### src/rtl/apb_pack_arbiter_pkg.sv
// Shared pack-format definitions for the APB request path: field positions, legal sel codes, arbiter states.
// Latency: n/a (types, constants and one combinational helper only).
// Backpressure: n/a.
// Ports: none (package apb_pack_pkg, also intended for the APB master decoder).
package apb_pack_pkg;

  // Ctrl pack: [0] flag=0, [1] write, [7:2] one-hot sel, [31:8] addr.
  // Data pack: [0] flag=1, [31:1] data.
  localparam int FLAG_BIT  = 0;
  localparam int WRITE_BIT = 1;
  localparam int SEL_LSB   = 2;
  localparam int SEL_MSB   = 7;
  localparam int ADDR_LSB  = 8;
  localparam int ADDR_MSB  = 31;
  localparam int SEL_W     = SEL_MSB - SEL_LSB + 1;

  // Bit i set means sel code (1 << i) is a slave the APB master can reach.
  localparam logic [SEL_W-1:0] SEL_LEGAL_DEFAULT = 6'b001111;

  typedef enum logic [1:0] {
    IDLE = 2'd0,
    CTRL = 2'd1,
    DATA = 2'd2,
    DROP = 2'd3
  } arb_state_t;

  // A sel field is usable only if it is exactly one-hot and that bit is enabled in the mask.
  function automatic logic sel_legal(input logic [SEL_W-1:0] sel, input logic [SEL_W-1:0] mask);
    return (sel != '0) && ((sel & (sel - SEL_W'(1))) == '0) && ((sel & ~mask) == '0);
  endfunction

endpackage

### src/rtl/apb_pack_arbiter_if.sv
// Bundles requester pack handshakes and the write-FIFO push port of the pack arbiter.
// Latency: n/a (wires only).
// Backpressure: req_rdy per requester; fifo_full stalls the forwarding side.
// Ports: req_vld/req_data/req_rdy (N_REQ requesters, 32-bit words), fifo_full/fifo_wdata/fifo_wen, grant_id, busy, err_drop.
interface apb_pack_arbiter_if #(
  parameter int N_REQ = 4
);
  localparam int GW = (N_REQ > 1) ? $clog2(N_REQ) : 1;

  logic [N_REQ-1:0]    req_vld;
  logic [N_REQ*32-1:0] req_data;
  logic [N_REQ-1:0]    req_rdy;
  logic                fifo_full;
  logic [31:0]         fifo_wdata;
  logic                fifo_wen;
  logic [GW-1:0]       grant_id;
  logic                busy;
  logic                err_drop;

  // Arbiter side.
  modport slave (
    input  req_vld, req_data, fifo_full,
    output req_rdy, fifo_wdata, fifo_wen, grant_id, busy, err_drop
  );

  // Producer / FIFO side.
  modport master (
    output req_vld, req_data, fifo_full,
    input  req_rdy, fifo_wdata, fifo_wen, grant_id, busy, err_drop
  );
endinterface

### src/rtl/apb_pack_arbiter_rr_arbiter.sv
// Round-robin pick: first requesting index strictly after last_i, wrapping modulo N.
// Latency: combinational.
// Backpressure: none; found_o low when no request is pending.
// Ports: req_i (request vector), last_i (previous winner), win_o (winner index), found_o (any request).
module rr_arbiter #(
  parameter int N = 4,
  parameter int W = 2
) (
  input  logic [N-1:0] req_i,
  input  logic [W-1:0] last_i,
  output logic [W-1:0] win_o,
  output logic         found_o
);

  int idx;

  // Walk offsets from farthest to nearest so the nearest requester after last_i is written last and wins.
  always_comb begin
    win_o   = '0;
    found_o = 1'b0;
    idx     = 0;
    for (int k = N; k >= 1; k--) begin
      idx = (int'(last_i) + k) % N;
      if (req_i[idx[W-1:0]]) begin
        win_o   = idx[W-1:0];
        found_o = 1'b1;
      end
    end
  end

endmodule

### src/rtl/apb_pack_arbiter.sv
// Shares the APB-request write FIFO among N_REQ producers, forwarding whole packets atomically and dropping malformed ones.
// Latency: 1 arbitration cycle per packet, then zero-latency pass-through of each accepted word.
// Backpressure: fifo_full deasserts the granted req_rdy in CTRL/DATA; DROP ignores fifo_full.
// Ports: clk, rst_n (async active-low), bus (apb_pack_arbiter_if.slave: requester handshakes, FIFO push, grant_id, busy, err_drop).
module apb_pack_arbiter
  import apb_pack_pkg::*;
#(
  parameter int         N_REQ    = 4,
  parameter logic [5:0] SEL_MASK = SEL_LEGAL_DEFAULT
) (
  input  logic                  clk,
  input  logic                  rst_n,
  apb_pack_arbiter_if.slave     bus
);

  localparam int GW = (N_REQ > 1) ? $clog2(N_REQ) : 1;

  arb_state_t    state_q, state_d;
  logic [GW-1:0] grant_q, grant_d;
  logic [GW-1:0] rr_last_q, rr_last_d;
  logic [GW-1:0] rr_win;
  logic          rr_found;

  logic [31:0]   g_word;
  logic          g_vld;
  logic          g_rdy;
  logic          ctrl_ok;
  logic          wen;
  logic [31:0]   wdata;
  logic          err;

  assign g_word  = bus.req_data[int'(grant_q)*32 +: 32];
  assign g_vld   = bus.req_vld[grant_q];
  assign ctrl_ok = !g_word[FLAG_BIT] && sel_legal(g_word[SEL_MSB:SEL_LSB], SEL_MASK);

  rr_arbiter #(
    .N (N_REQ),
    .W (GW)
  ) u_rr (
    .req_i   (bus.req_vld),
    .last_i  (rr_last_q),
    .win_o   (rr_win),
    .found_o (rr_found)
  );

  always_ff @(posedge clk or negedge rst_n) begin
    if (!rst_n) begin
      state_q   <= IDLE;
      grant_q   <= '0;
      rr_last_q <= GW'(N_REQ - 1);
    end else begin
      state_q   <= state_d;
      grant_q   <= grant_d;
      rr_last_q <= rr_last_d;
    end
  end

  always_comb begin
    state_d   = state_q;
    grant_d   = grant_q;
    rr_last_d = rr_last_q;
    g_rdy     = 1'b0;
    wen       = 1'b0;
    wdata     = '0;
    err       = 1'b0;
    case (state_q)
      IDLE: begin
        // Arbitration only latches the winner; no word is consumed here.
        if (rr_found) begin
          grant_d = rr_win;
          state_d = CTRL;
        end
      end
      CTRL: begin
        g_rdy = !bus.fifo_full;
        wdata = g_word;
        if (g_vld && g_rdy) begin
          if (ctrl_ok) begin
            wen = 1'b1;
            if (g_word[WRITE_BIT]) begin
              state_d = DATA;
            end else begin
              state_d   = IDLE;
              rr_last_d = grant_q;
            end
          end else begin
            err = 1'b1;
            // A bad write ctrl still has a data word behind it that must be swallowed.
            if (!g_word[FLAG_BIT] && g_word[WRITE_BIT]) begin
              state_d = DROP;
            end else begin
              state_d   = IDLE;
              rr_last_d = grant_q;
            end
          end
        end
      end
      DATA: begin
        g_rdy = !bus.fifo_full;
        wdata = g_word;
        if (g_vld && g_rdy) begin
          // A ctrl word where data was expected is discarded; the ctrl already pushed stays in the FIFO.
          wen       = g_word[FLAG_BIT];
          err       = !g_word[FLAG_BIT];
          state_d   = IDLE;
          rr_last_d = grant_q;
        end
      end
      DROP: begin
        // Nothing is written, so the FIFO level is irrelevant here.
        g_rdy = 1'b1;
        if (g_vld) begin
          state_d   = IDLE;
          rr_last_d = grant_q;
        end
      end
      default: state_d = IDLE;
    endcase
  end

  assign bus.req_rdy    = g_rdy ? (N_REQ'(1) << grant_q) : '0;
  assign bus.fifo_wen   = wen;
  assign bus.fifo_wdata = wdata;
  assign bus.err_drop   = err;
  assign bus.grant_id   = grant_q;
  assign bus.busy       = (state_q != IDLE);

endmodule

### src/flat_wrapper.sv
// flat-port wrapper written by rule: the top's interface ports become plain ports
module apb_pack_arbiter_flat import apb_pack_pkg::*;
#(
  parameter int         N_REQ    = 4,
  parameter logic [5:0] SEL_MASK = SEL_LEGAL_DEFAULT
)
  (clk, rst_n, bus_req_vld, bus_req_data, bus_fifo_full, bus_req_rdy, bus_fifo_wdata, bus_fifo_wen, bus_grant_id, bus_busy, bus_err_drop);
  apb_pack_arbiter_if #(.N_REQ(N_REQ)) bus_i ();
  input  logic clk;
  input  logic rst_n;
  input wire logic [$bits(bus_i.req_vld)-1:0] bus_req_vld;
  input wire logic [$bits(bus_i.req_data)-1:0] bus_req_data;
  input wire logic [$bits(bus_i.fifo_full)-1:0] bus_fifo_full;
  output wire logic [$bits(bus_i.req_rdy)-1:0] bus_req_rdy;
  output wire logic [$bits(bus_i.fifo_wdata)-1:0] bus_fifo_wdata;
  output wire logic [$bits(bus_i.fifo_wen)-1:0] bus_fifo_wen;
  output wire logic [$bits(bus_i.grant_id)-1:0] bus_grant_id;
  output wire logic [$bits(bus_i.busy)-1:0] bus_busy;
  output wire logic [$bits(bus_i.err_drop)-1:0] bus_err_drop;
  assign bus_i.req_vld = bus_req_vld;
  assign bus_i.req_data = bus_req_data;
  assign bus_i.fifo_full = bus_fifo_full;
  assign bus_req_rdy = bus_i.req_rdy;
  assign bus_fifo_wdata = bus_i.fifo_wdata;
  assign bus_fifo_wen = bus_i.fifo_wen;
  assign bus_grant_id = bus_i.grant_id;
  assign bus_busy = bus_i.busy;
  assign bus_err_drop = bus_i.err_drop;
  apb_pack_arbiter #(.N_REQ(N_REQ), .SEL_MASK(SEL_MASK)) u_core (.clk(clk), .rst_n(rst_n), .bus(bus_i));
endmodule
### config.mk
export PLATFORM = sky130hd
export DESIGN_NAME = apb_pack_arbiter_flat
export DESIGN_NICKNAME = d
export VERILOG_FILES = /design/src/rtl/apb_pack_arbiter_pkg.sv /design/src/rtl/apb_pack_arbiter_if.sv /design/src/rtl/apb_pack_arbiter_rr_arbiter.sv /design/src/rtl/apb_pack_arbiter.sv /design/src/flat_wrapper.sv
export SDC_FILE = /design/constraint.sdc
export NUM_CORES = 1
export LEC_CHECK = 0
export CAP_MARGIN = 40
export CORE_UTILIZATION = 25
export DETAILED_ROUTE_END_ITERATION = 12
export GPL_TIMING_DRIVEN = 0
export PLACE_DENSITY = 0.74
export SLEW_MARGIN = 40
export SYNTH_ARGS = -nofsm -noshare
export SYNTH_HDL_FRONTEND = slang
export SYNTH_SLANG_ARGS = --single-unit
### constraint.sdc
create_clock -name clk -period 2.3 [get_ports clk]
set_input_delay 0.23 -clock clk [delete_from_list [all_inputs] [get_ports clk]]
set_output_delay 0.23 -clock clk [all_outputs]
set_load 0.05 [all_outputs]
==> flow_summary.toml <==
[finish]
design_area_um2 = 3430
layout_commonest_cell = "clkdlybuf4s50_1"
post-route-util_pct = 57.9
layout.nets = 466
area_growth_from_synthesis_to_layout_pct = 124
mostFrequentLayoutCells = "137 x clkdlybuf4s50_1, 33 x mux4_2, 31 x and2_1"
antenna_cells_inserted = 0
final_layout_size_suffix_gt1_share_pct = 30.8

[synthesis]
synth_area_leaders = "mux4_2 46%, and2_1 13%, dfrtp_1 6.5%, ha_1 4.1%, dfstp_2 3.4%"
synth_fp_nets = 284
synth_edf_count = 0
async_flop_share_pct = 100
synth-main-ff-cell = "dfrtp_1"
ys_warn_count = 0
netlist-cell-type-count = 34
synth_cells = 144
synthesis.area_um2 = 1530
synth-seq-cells = 6
synth.largest_area_cell = "mux4_2"
seq_area_frac_synth_pct = 9.98
yosys.area.top_type_share_pct = 45.6
synth.avg_cell_area_um2 = 10.6

[clock_tree]
clock_transition_time_at_the_flip_flop_clock_pins_of_the_worst_setup_and_hold_paths_ns = 0.04
level_count_of_the_clock_h_tree = 1
tritoncts = "done"
cts_hold_buf = 0
cts-buffers-inserted = 3
clockBufferDepth = 2
worstSkewPairLatency_ns = 0.22
clock_tree.root_cell = "clkbuf_8"
clkSinkCount = 6

[timing]
slew_headroom_pct = 65.8
timing.final.crit_share_pct = 119
slew_viol_final = 0
min_period_ns = 2.74
post_layout_worst_setup_margin_ns = -0.438
tightestPinTransition_ns = 0.515
final_hold_viol_count = 0
max_freq_mhz = 365
timing.clock.skew_ns = 0.00214
setup_repair_after_global_routing_missed_its_margin = "true"
setup-violations-final = 2

[power_and_ir_drop]
power_per_cell_area_nw_per_um2 = 1450
power.share.switching_pct = 59.4
comb_power_share_pct = 91.9
irDropWorstVdd_mv = 0.930
power.sequential.fraction_pct = 4.7
net-switching-power_mw = 2.95
clock_power_share_pct = 3.4
leakagePower_nw = 1.32
p_int_mw = 2.02

[flow_run]
max_cap_violations = 0

[worst_setup_path]
crit_chain = "buf_12, mux4_2, nor4b_2, a211oi_1, or4_4, and3b_2, buf_6"
timing.critical_path.arrival_ns = 2.51
crit_path_end_kind = "output pin"
max_stage_delay_ns = 0.55
setup.worst_path.class = "reg -> out"
timing.critical_path.fanout_max = 4
crit_path_start_kind = "flop"
critical_path.n_buffers_inverters = 2
critical-path-slowest-cell = "mux4_2"
critPathRequiredTime_ns = 2.07
critical-path-top-delay-family = "simple AND/OR/NAND/NOR gates"

[floorplanning]
io-pin-count = 176
rows = 28
die_area_um2 = 6440
chipWidth_um = 80.2
coreArea_um2 = 5920
start_util_pct = 25.8
die_height_um = 80.2

[grt]
via_count_of_the_first_global_routing_pass = 1963
globalRouteOverflowTotal = 0
track_usage_pct = 19.4
antenna_found_initial = 0
grt_pass1_wl_mm = 9.58
grt_max_degree = 11

[min_path]
hp-class = "in -> async"

[routing]
ant_nets = 0
drcViolationCount = 0
route.detailed.vias_per_inst = 4.88
detailedRoute.firstIterationViolations = 47
detail_route.wl_per_cell_um = 16.2
routed_wl_mm = 6.48
drtPass1Iterations = 4
routed-via-count = 1952

[placed_design]
gp_congestion = 0.834
port_buffers = 175
dpl_cell_area_um2 = 3410
dpl.hpwl_mm = 5.53

[status]
failed_checks = "setup timing"
status = "complete, but fails checks"
[stage by stage]
stage | total power [mW] | hold slack (ns) | worst slack [ns] | cells | setup TNS (ns)
after floorplan | 3.52 | -0.0656 | -0.347 | 144 | -0.653
after global placement | 4.96 | 0.476 | -1.05 | 394 | -17.60
after detailed placement | 5.00 | 0.488 | -1.09 | 394 | -17.85
after CTS | 5.03 | 0.248 | -0.449 | 400 | -4.80
after global routing | 5.26 | 0.264 | -0.543 | 400 | -1.04
final | 4.97 | 0.247 | -0.438 | 400 | -0.822
[synthesized netlist by cell type (3+ instances only)]
cell	number
nor2_1	7
and2_1	31
a21oi_1	4
clkbuf_1	7
o21ai_0	8
ha_1	5
dfrtp_1	4
inv_1	5
mux4_2	31
nand2_1	9
nor3_1	3
[cells by family (layout without fill, tap and decap cells)]
kind of cell               Yosys count  in the layout  synth area share (%)
adders and majority gates            5              5                  4.09
buffers and inverters               16            197                  4.58
DFF                                  6              6                  9.98
muxes                               35             35                  50.4
xor gates and xnor gates             1              1                 0.572
AOI/OAI and AO/OA                   17             17                  6.13
and+or+nand+nor                     64             64                  24.2
[final timing paths]
kind	endpoint	cells past startpoint	startpoint	slack [ns]
worst max-delay path	bus_err_drop	7	u_core.bus.grant_id[0]	-0.44
worst min-delay path	u_core.bus.grant_id[0]	1	rst_n	0.25
worst max register to register	u_core.state_q[0]	7	u_core.bus.grant_id[0]	0.21
worst min register to register	u_core.rr_last_q[0]	2	u_core.rr_last_q[0]	0.55
max in group asynchronous	u_core.rr_last_q[0]	1	rst_n	1.78
min in group clk	u_core.rr_last_q[0]	2	u_core.rr_last_q[0]	0.55
[worst register-to-register path, stage by stage (launching register included)]
cell,delay (ns)
dfrtp_2,0.41
buf_12,0.16
mux4_2,0.53
buf_4,0.16
nor4b_2,0.15
a211oi_1,0.27
o21ai_0,0.14
a31oi_1,0.20
[state kept, by name (all words and copies together) (netlist names)]
| register | count |
|---|---|
| u_core.state_q | 2 |
| u_core.bus.grant_id | 2 |
| u_core.rr_last_q | 2 |
[power by group through the flow]
stage	sequential, mW	clock, mW	combinational, mW
2_1_floorplan	0.283	0	3.24
3_3_place_gp	0.231	0	4.73
3_5_place_dp	0.234	0	4.76
4_1_cts	0.235	0.172	4.62
5_1_grt	0.245	0.177	4.83
6_report	0.235	0.167	4.57
[layout make-up]
cell class	count	area, µm²
clock buffer	4	45.0
fill	536	2490
sequential	6	155
buffer	11	78.8
multi-input combinational	122	1350
inverter	5	18.8
tap	75	93.8
timing repair buffer	177	1680
[routing by layer]
| layer | global-route usage, % | vias to the layer above | wire length [µm] |
|---|---|---|---|
| li1 | - | 922 | - |
| met4 | 2.86 | 0 | 0 |
| met3 | 2.95 | 0 | 523 |
| met1 | 22.0 | 937 | 2400 |
| met5 | 0 | - | 0 |
| met2 | 38.3 | 93 | 3550 |
[repair_timing]
item / in CTS / in global routing
gates resized for setup: 95 / 62
buffers inserted: 2 / 0
endpoints found under the setup margin: 38 / 37
pin swaps: 2 / 0
hold endpoints to repair: 0 / 0
Note: power is estimated with default switching activity, not from simulation.
